[src/rtl/idli_mem_arb_m_if.sv]
// idli_mem_arb_m_if: fetch, LSU and SQI signals of the memory arbiter
interface idli_mem_arb_m_if;
  logic [1:0]  i_arb_ctr;
  logic        i_arb_br_vld;
  logic [15:0] i_arb_br_addr;
  logic        o_arb_instr_vld;
  logic        i_arb_lsu_req;
  logic        i_arb_lsu_wr;
  logic [15:0] i_arb_lsu_addr;
  logic [15:0] i_arb_lsu_wdata;
  logic        o_arb_lsu_done;
  logic [15:0] o_arb_lsu_rdata;
  logic        o_arb_sqi_redirect;
  logic        o_arb_sqi_wr_en;
  logic [3:0]  o_arb_sqi_slice;
  logic [15:0] i_arb_sqi_instr;
  logic        i_arb_sqi_instr_vld;
  modport master (
    input  i_arb_ctr, i_arb_br_vld, i_arb_br_addr, i_arb_lsu_req, i_arb_lsu_wr,
           i_arb_lsu_addr, i_arb_lsu_wdata, i_arb_sqi_instr, i_arb_sqi_instr_vld,
    output o_arb_instr_vld, o_arb_lsu_done, o_arb_lsu_rdata, o_arb_sqi_redirect,
           o_arb_sqi_wr_en, o_arb_sqi_slice
  );
  modport slave (
    output i_arb_ctr, i_arb_br_vld, i_arb_br_addr, i_arb_lsu_req, i_arb_lsu_wr,
           i_arb_lsu_addr, i_arb_lsu_wdata, i_arb_sqi_instr, i_arb_sqi_instr_vld,
    input  o_arb_instr_vld, o_arb_lsu_done, o_arb_lsu_rdata, o_arb_sqi_redirect,
           o_arb_sqi_wr_en, o_arb_sqi_slice
  );
endinterface

[src/rtl/idli_mem_arb_m.sv]
// idli_mem_arb_m: shares the SQI channel between instruction fetch and single-word LSU accesses
module idli_mem_arb_m #(
  parameter logic [15:0] RESET_PC = 16'h0000
) (
  input  logic             i_arb_gck,
  input  logic             i_arb_rst,
  idli_mem_arb_m_if.master bus
);
  typedef enum logic [2:0] {ST_RESET, ST_INSTR, ST_ADDR_HI, ST_ADDR_LO, ST_DUMMY, ST_DATA} st_t;
  typedef enum logic {OWN_FETCH, OWN_LSU} own_t;
  st_t         st_q;
  own_t        owner_q;
  logic [15:0] fetch_pc_q;
  logic [15:0] rdata_q;
  logic        br_pend_q;
  logic        lsu_beat_q;
  logic        tick;
  logic        lsu;
  logic        wr;
  logic        redirect;
  logic        done;
  logic        fwd;
  logic        to_lsu;
  logic [15:0] addr;
  // Mirror of the SQI transaction: address/data nibbles, redirect, masking and LSU completion
  always_comb begin
    tick = bus.i_arb_ctr == 2'd3;
    lsu = owner_q == OWN_LSU;
    wr = lsu && bus.i_arb_lsu_wr;
    addr = lsu ? bus.i_arb_lsu_addr : fetch_pc_q;
    redirect = st_q == ST_DATA && (lsu ? !lsu_beat_q : br_pend_q || bus.i_arb_br_vld || bus.i_arb_lsu_req);
    to_lsu = !lsu && bus.i_arb_lsu_req;
    done = st_q == ST_DATA && lsu && tick && !lsu_beat_q;
    fwd = bus.i_arb_sqi_instr_vld && !lsu && !br_pend_q && !bus.i_arb_br_vld;
    bus.o_arb_sqi_slice = st_q == ST_INSTR ? addr[{bus.i_arb_ctr, 2'b00} +: 4] :
                          st_q == ST_ADDR_LO && wr ? bus.i_arb_lsu_wdata[{bus.i_arb_ctr, 2'b00} +: 4] : 4'h0;
    bus.o_arb_sqi_wr_en = wr;
    bus.o_arb_sqi_redirect = redirect;
    bus.o_arb_instr_vld = fwd;
    bus.o_arb_lsu_done = done;
    bus.o_arb_lsu_rdata = done && !bus.i_arb_lsu_wr ? bus.i_arb_sqi_instr : rdata_q;
  end
  // Transaction state, ownership, fetch pointer and load data, stepped in lockstep with SQI
  always_ff @(posedge i_arb_gck or posedge i_arb_rst)
    if (i_arb_rst) begin
      st_q <= ST_RESET;
      owner_q <= OWN_FETCH;
      fetch_pc_q <= RESET_PC;
      br_pend_q <= 1'b0;
      lsu_beat_q <= 1'b0;
      rdata_q <= 16'h0000;
    end else begin
      if (tick)
        st_q <= st_q == ST_RESET ? ST_INSTR :
                st_q == ST_INSTR ? ST_ADDR_HI :
                st_q == ST_ADDR_HI ? ST_ADDR_LO :
                st_q == ST_ADDR_LO ? (wr ? ST_DATA : ST_DUMMY) :
                st_q == ST_DUMMY ? ST_DATA :
                redirect ? ST_RESET : ST_DATA;
      if (tick && redirect)
        owner_q <= to_lsu ? OWN_LSU : OWN_FETCH;
      if (tick && redirect && !to_lsu)
        br_pend_q <= 1'b0;
      else if (bus.i_arb_br_vld)
        br_pend_q <= 1'b1;
      fetch_pc_q <= bus.i_arb_br_vld ? bus.i_arb_br_addr : fwd ? fetch_pc_q + 16'd1 : fetch_pc_q;
      lsu_beat_q <= done || (lsu_beat_q && st_q != ST_RESET);
      if (done && !bus.i_arb_lsu_wr)
        rdata_q <= bus.i_arb_sqi_instr;
    end
  // The LSU must keep its request up for the whole access it owns
  assert property (@(posedge i_arb_gck) disable iff (i_arb_rst) lsu |-> bus.i_arb_lsu_req);
endmodule

[src/flat_wrapper.sv]
// flat-port wrapper written by rule: the top's interface ports become plain ports
module idli_mem_arb_m_flat 
#(
  parameter logic [15:0] RESET_PC = 16'h0000
)
  (i_arb_gck, i_arb_rst, bus_i_arb_ctr, bus_i_arb_br_vld, bus_i_arb_br_addr, bus_i_arb_lsu_req, bus_i_arb_lsu_wr, bus_i_arb_lsu_addr, bus_i_arb_lsu_wdata, bus_i_arb_sqi_instr, bus_i_arb_sqi_instr_vld, bus_o_arb_instr_vld, bus_o_arb_lsu_done, bus_o_arb_lsu_rdata, bus_o_arb_sqi_redirect, bus_o_arb_sqi_wr_en, bus_o_arb_sqi_slice);
  idli_mem_arb_m_if bus_i ();
  input  logic i_arb_gck;
  input  logic i_arb_rst;
  input wire logic [$bits(bus_i.i_arb_ctr)-1:0] bus_i_arb_ctr;
  input wire logic [$bits(bus_i.i_arb_br_vld)-1:0] bus_i_arb_br_vld;
  input wire logic [$bits(bus_i.i_arb_br_addr)-1:0] bus_i_arb_br_addr;
  input wire logic [$bits(bus_i.i_arb_lsu_req)-1:0] bus_i_arb_lsu_req;
  input wire logic [$bits(bus_i.i_arb_lsu_wr)-1:0] bus_i_arb_lsu_wr;
  input wire logic [$bits(bus_i.i_arb_lsu_addr)-1:0] bus_i_arb_lsu_addr;
  input wire logic [$bits(bus_i.i_arb_lsu_wdata)-1:0] bus_i_arb_lsu_wdata;
  input wire logic [$bits(bus_i.i_arb_sqi_instr)-1:0] bus_i_arb_sqi_instr;
  input wire logic [$bits(bus_i.i_arb_sqi_instr_vld)-1:0] bus_i_arb_sqi_instr_vld;
  output wire logic [$bits(bus_i.o_arb_instr_vld)-1:0] bus_o_arb_instr_vld;
  output wire logic [$bits(bus_i.o_arb_lsu_done)-1:0] bus_o_arb_lsu_done;
  output wire logic [$bits(bus_i.o_arb_lsu_rdata)-1:0] bus_o_arb_lsu_rdata;
  output wire logic [$bits(bus_i.o_arb_sqi_redirect)-1:0] bus_o_arb_sqi_redirect;
  output wire logic [$bits(bus_i.o_arb_sqi_wr_en)-1:0] bus_o_arb_sqi_wr_en;
  output wire logic [$bits(bus_i.o_arb_sqi_slice)-1:0] bus_o_arb_sqi_slice;
  assign bus_i.i_arb_ctr = bus_i_arb_ctr;
  assign bus_i.i_arb_br_vld = bus_i_arb_br_vld;
  assign bus_i.i_arb_br_addr = bus_i_arb_br_addr;
  assign bus_i.i_arb_lsu_req = bus_i_arb_lsu_req;
  assign bus_i.i_arb_lsu_wr = bus_i_arb_lsu_wr;
  assign bus_i.i_arb_lsu_addr = bus_i_arb_lsu_addr;
  assign bus_i.i_arb_lsu_wdata = bus_i_arb_lsu_wdata;
  assign bus_i.i_arb_sqi_instr = bus_i_arb_sqi_instr;
  assign bus_i.i_arb_sqi_instr_vld = bus_i_arb_sqi_instr_vld;
  assign bus_o_arb_instr_vld = bus_i.o_arb_instr_vld;
  assign bus_o_arb_lsu_done = bus_i.o_arb_lsu_done;
  assign bus_o_arb_lsu_rdata = bus_i.o_arb_lsu_rdata;
  assign bus_o_arb_sqi_redirect = bus_i.o_arb_sqi_redirect;
  assign bus_o_arb_sqi_wr_en = bus_i.o_arb_sqi_wr_en;
  assign bus_o_arb_sqi_slice = bus_i.o_arb_sqi_slice;
  idli_mem_arb_m #(.RESET_PC(RESET_PC)) u_core (.i_arb_gck(i_arb_gck), .i_arb_rst(i_arb_rst), .bus(bus_i));
endmodule
[config.mk]
export PLATFORM = sky130hd
export DESIGN_NAME = idli_mem_arb_m_flat
export DESIGN_NICKNAME = d
export VERILOG_FILES = /design/src/rtl/idli_mem_arb_m_if.sv /design/src/rtl/idli_mem_arb_m.sv /design/src/flat_wrapper.sv
export SDC_FILE = /design/constraint.sdc
export NUM_CORES = 1
export LEC_CHECK = 0
export ABC_CLOCK_PERIOD_IN_PS = 2200
export BUFFER_PORTS_ARGS = -buffer_cell sky130_fd_sc_hd__buf_4
export CAP_MARGIN = 20
export CORE_UTILIZATION = 28
export CTS_BUF_LIST = sky130_fd_sc_hd__clkbuf_4 sky130_fd_sc_hd__clkbuf_8 sky130_fd_sc_hd__clkbuf_16
export DETAILED_ROUTE_END_ITERATION = 10
export HOLD_SLACK_MARGIN = 0.05
export PLACE_DENSITY_LB_ADDON = 0.25
export SLEW_MARGIN = 40
export SYNTH_ARGS = -nofsm -noshare
export SYNTH_HDL_FRONTEND = slang
export SYNTH_SLANG_ARGS = --single-unit
[constraint.sdc]
create_clock -name i_arb_gck -period 2.2 [get_ports i_arb_gck]
set_clock_uncertainty 0.1 [all_clocks]
set_input_delay 0.11 -clock i_arb_gck [delete_from_list [all_inputs] [get_ports i_arb_gck]]
set_output_delay 0.11 -clock i_arb_gck [all_outputs]
set_load 0.01 [all_outputs]
==> impl_metrics.csv <==
group,metric,value,unit
die,core.rowCount,32,
synthesis,synthCells,213,
critical_path,crit_type,"reg2out",
synthesis,synth_area_leader_cell,"dfrtp_1",
timing,worstMarginPinSlew,0.506,ns
final_layout,layout_commonest_cell,"buf_4",
timing,final-max-slew-violation-count,0,
final_layout,stdcell_count,446,
synthesis,yosys_register_bits,38,
final_layout,final_core_util,46.1,%
timing,min_period_over_period,102,%
final_layout,final_cell_mix,"buf_4, dfrtp_1, dlygate4sd3_1",
critical_path,startpoint,"u_core.st_q[1]$_DFFE_PP0N_",
min_path,min_path_cells,3,
final_layout,synthToLayoutAreaGrowth,58.3,%
final_layout,drive_gt1_share,40.4,%
cts,cts-buffers-inserted,5,
placement,portBuffers,95,
timing,max_freq,448,MHz
cts,clkTransAtPathRegs,0.08,ns
final_layout,antenna_cells,0,
critical_path,critPathLaunchType,"register",
cts,cts_sinks,38,
cts,cts_tree,"yes",
synthesis,synthesis.area,2270,µm²
timing,slew_headroom,66.2,%
critical_path,worstReg2RegStart,"u_core.lsu$_DFFE_PP0P_",
cts,clock-root-buffer,"clkbuf_8",
global_route,grt_max_degree,39,
route,wl,6.25,mm
critical_path,reg2regPathDepth,4,
critical_path,critPathRequiredTime,1.99,ns
timing,setup_tns,-0.428,ns
synthesis,synth.area.top_cells,"dfrtp_1, mux4_2, mux2_1",
pwr,vdd_ir_drop_max,0.000359,V
route,vias,2107,
synthesis,yosysSeqAreaShare,41.8,%
outcome,status,"finished with violations",
synthesis,syn_nets,286,
final_layout,nFillCells,772,
pwr,power_leakage,0.00164,µW
route,drc,0,
die,die_height,92.1,µm
route,drt_iter0_drc,57,
critical_path,path_cells,"and2b_2 -> nand3_4 -> nor4_4 -> buf_12 -> mux2_2 -> buf_4",
critical_path,slowest_stage,"dfrtp_1",
timing,setup_slack,-0.0338,ns
global_route,grt_remaining_overflow,0,
placement,detailed_place_hpwl,4.60,mm
synthesis,synth_ff_type,"dfrtp_1",
route,dr.pass1.iters,4,
global_route,grt_pass1_vias,2156,
synthesis,post-synth-top-area-fraction,41.8,%
route,viasPerCell,4.72,
die,ioPinCount,96,
cts,clock_latency,0.29,ns
timing,hold_violations,0,
pwr,powerDensity,735,nW/µm²
die,fp.coreArea,7810,µm²
synthesis,synth_edf_count,0,
placement,dp_cells,405,
final_layout,layout.nets,416,
timing,setup_viol,14,
critical_path,arrival,2.02,ns
timing,rsz0062_at_grt,"true",
min_path,hold_class,"in2reg",
placement,gp_congestion,0.765,
synthesis,synth.distinct_cells,44,
route,ant_nets,0,
flow_run,cap_viol_max_count,0,
outcome,violations,"setup timing",
synthesis,yosysWarnings,0,
die,dieArea,8490,µm²
synthesis,postSynthAreaPerCell,10.7,µm²
min_path,worstHoldStart,"bus_i_arb_br_addr[11]",
global_route,grtUsageTotal,15.5,%
critical_path,critical_path.max_stage_delay,0.43,ns
cts,htreeDepth,2,
route,wire_per_inst,14.0,µm
timing,fin_hold_ws,0.0583,ns
timing,period_needed,2.23,ns
die,die_w,92.1,µm
cts,clockBufferDepth,2,
synthesis,synth-async-reset-ratio,100,%
critical_path,critPathMaxFanout,16,
global_route,grt_pass1_wl,10.3,mm
critical_path,end_kind,"output pin",
die,start_util,29.1,%
global_route,antenna_found_initial,0,
area by class of cell:
type	instances	area [µm²]	share of cell area, %
Clock buffer	5	68.8	1.91
Clock inverter	3	68.8	1.91
Inverter	10	37.5	1.04
Multi-Input combinational cell	153	1230	34.2
Sequential cell	38	952	26.4
Tap cell	102	128	3.54
Timing Repair Buffer	135	1120	31.0
final timing paths:
check	end	slack, ns
max in group asynchronous	u_core.lsu$_DFFE_PP0P_	1.22
min in group asynchronous	u_core.rdata_q[13]$_DFF_PP0_	0.41
max	bus_o_arb_lsu_rdata[0]	-0.03
min reg2reg	u_core.rdata_q[14]$_DFF_PP0_	0.40
min	u_core.fetch_pc_q[11]$_DFFE_PP0P_	0.06
max reg2reg	u_core.fetch_pc_q[11]$_DFFE_PP0P_	0.29
registers in the layout, summed over array words and instances (netlist names):
| signal | flops |
|---|---|
| u_core.lsu | 1 |
| u_core.st_q | 3 |
| u_core.rdata_q | 16 |
| u_core.fetch_pc_q | 16 |
| u_core.br_pend_q | 1 |
| u_core.lsu_beat_q | 1 |
synthesized netlist by cell type (all sizes together) (2+ instances only):
cell / n
dfrtp: 38
o21ai: 21
nand2: 20
mux2: 17
inv: 10
mux2i: 10
xnor2: 9
mux4: 8
nand3: 8
nor2: 8
clkbuf: 7
nor4: 7
buf: 5
nor3: 5
a22oi: 4
o211ai: 4
and2: 3
nand2b: 3
nand4: 3
nor2b: 3
xor2: 3
a21oi: 2
a31oi: 2
routing by layer:
layer  part of all wire, %  track usage (%)
met1                    43             19.8
met2                    51             27.0
met3                   4.9             3.15
met4                  0.80             3.52
met5                     0                0
stage by stage:
step	total power, µW	instance area, µm²	setup slack, ns
3_5_place_dp	1860	3110	0.234
3_3_place_gp	1840	3110	0.254
2_1_floorplan	1460	2270	0.266
4_1_cts	2660	3590	-0.0418
5_1_grt	2810	3600	-0.129
6_report	2650	3600	-0.0338
logic make-up (layout without fill, tap and decap cells):
group	Yosys count	count (layout)	share of synthesized area, %
AND/OR/NAND/NOR	66	66	16.9
AO/OA/AOI/OAI	39	39	10.6
flip-flops	38	38	41.8
multiplexers	35	35	20.7
buffers and inverters	22	153	4.84
XOR/XNOR	12	12	4.62
adder cells (fa/ha/maj)	1	1	0.550
critical path: cells and delay by family, from the launching register on:
| family | cells | cell delay (ns) |
|---|---|---|
| simple gates | 3 | 0.60 |
| buf+inv | 2 | 0.34 |
| mux | 1 | 0.35 |
| flops | 1 | 0.43 |
power by group:
group,switching (µW),internal (µW)
sequential,138,833
clock,273,455
combinational,405,541
timing repair:
| action | in CTS | in global routing |
|---|---|---|
| endpoints found under the setup margin | 16 | 16 |
| resized for setup | 5 | 7 |
| buffers inserted | 0 | 0 |
| hold buffers | 33 | 0 |
| hold endpoints to repair | 71 | 0 |
(Power assumes the default switching activity.)
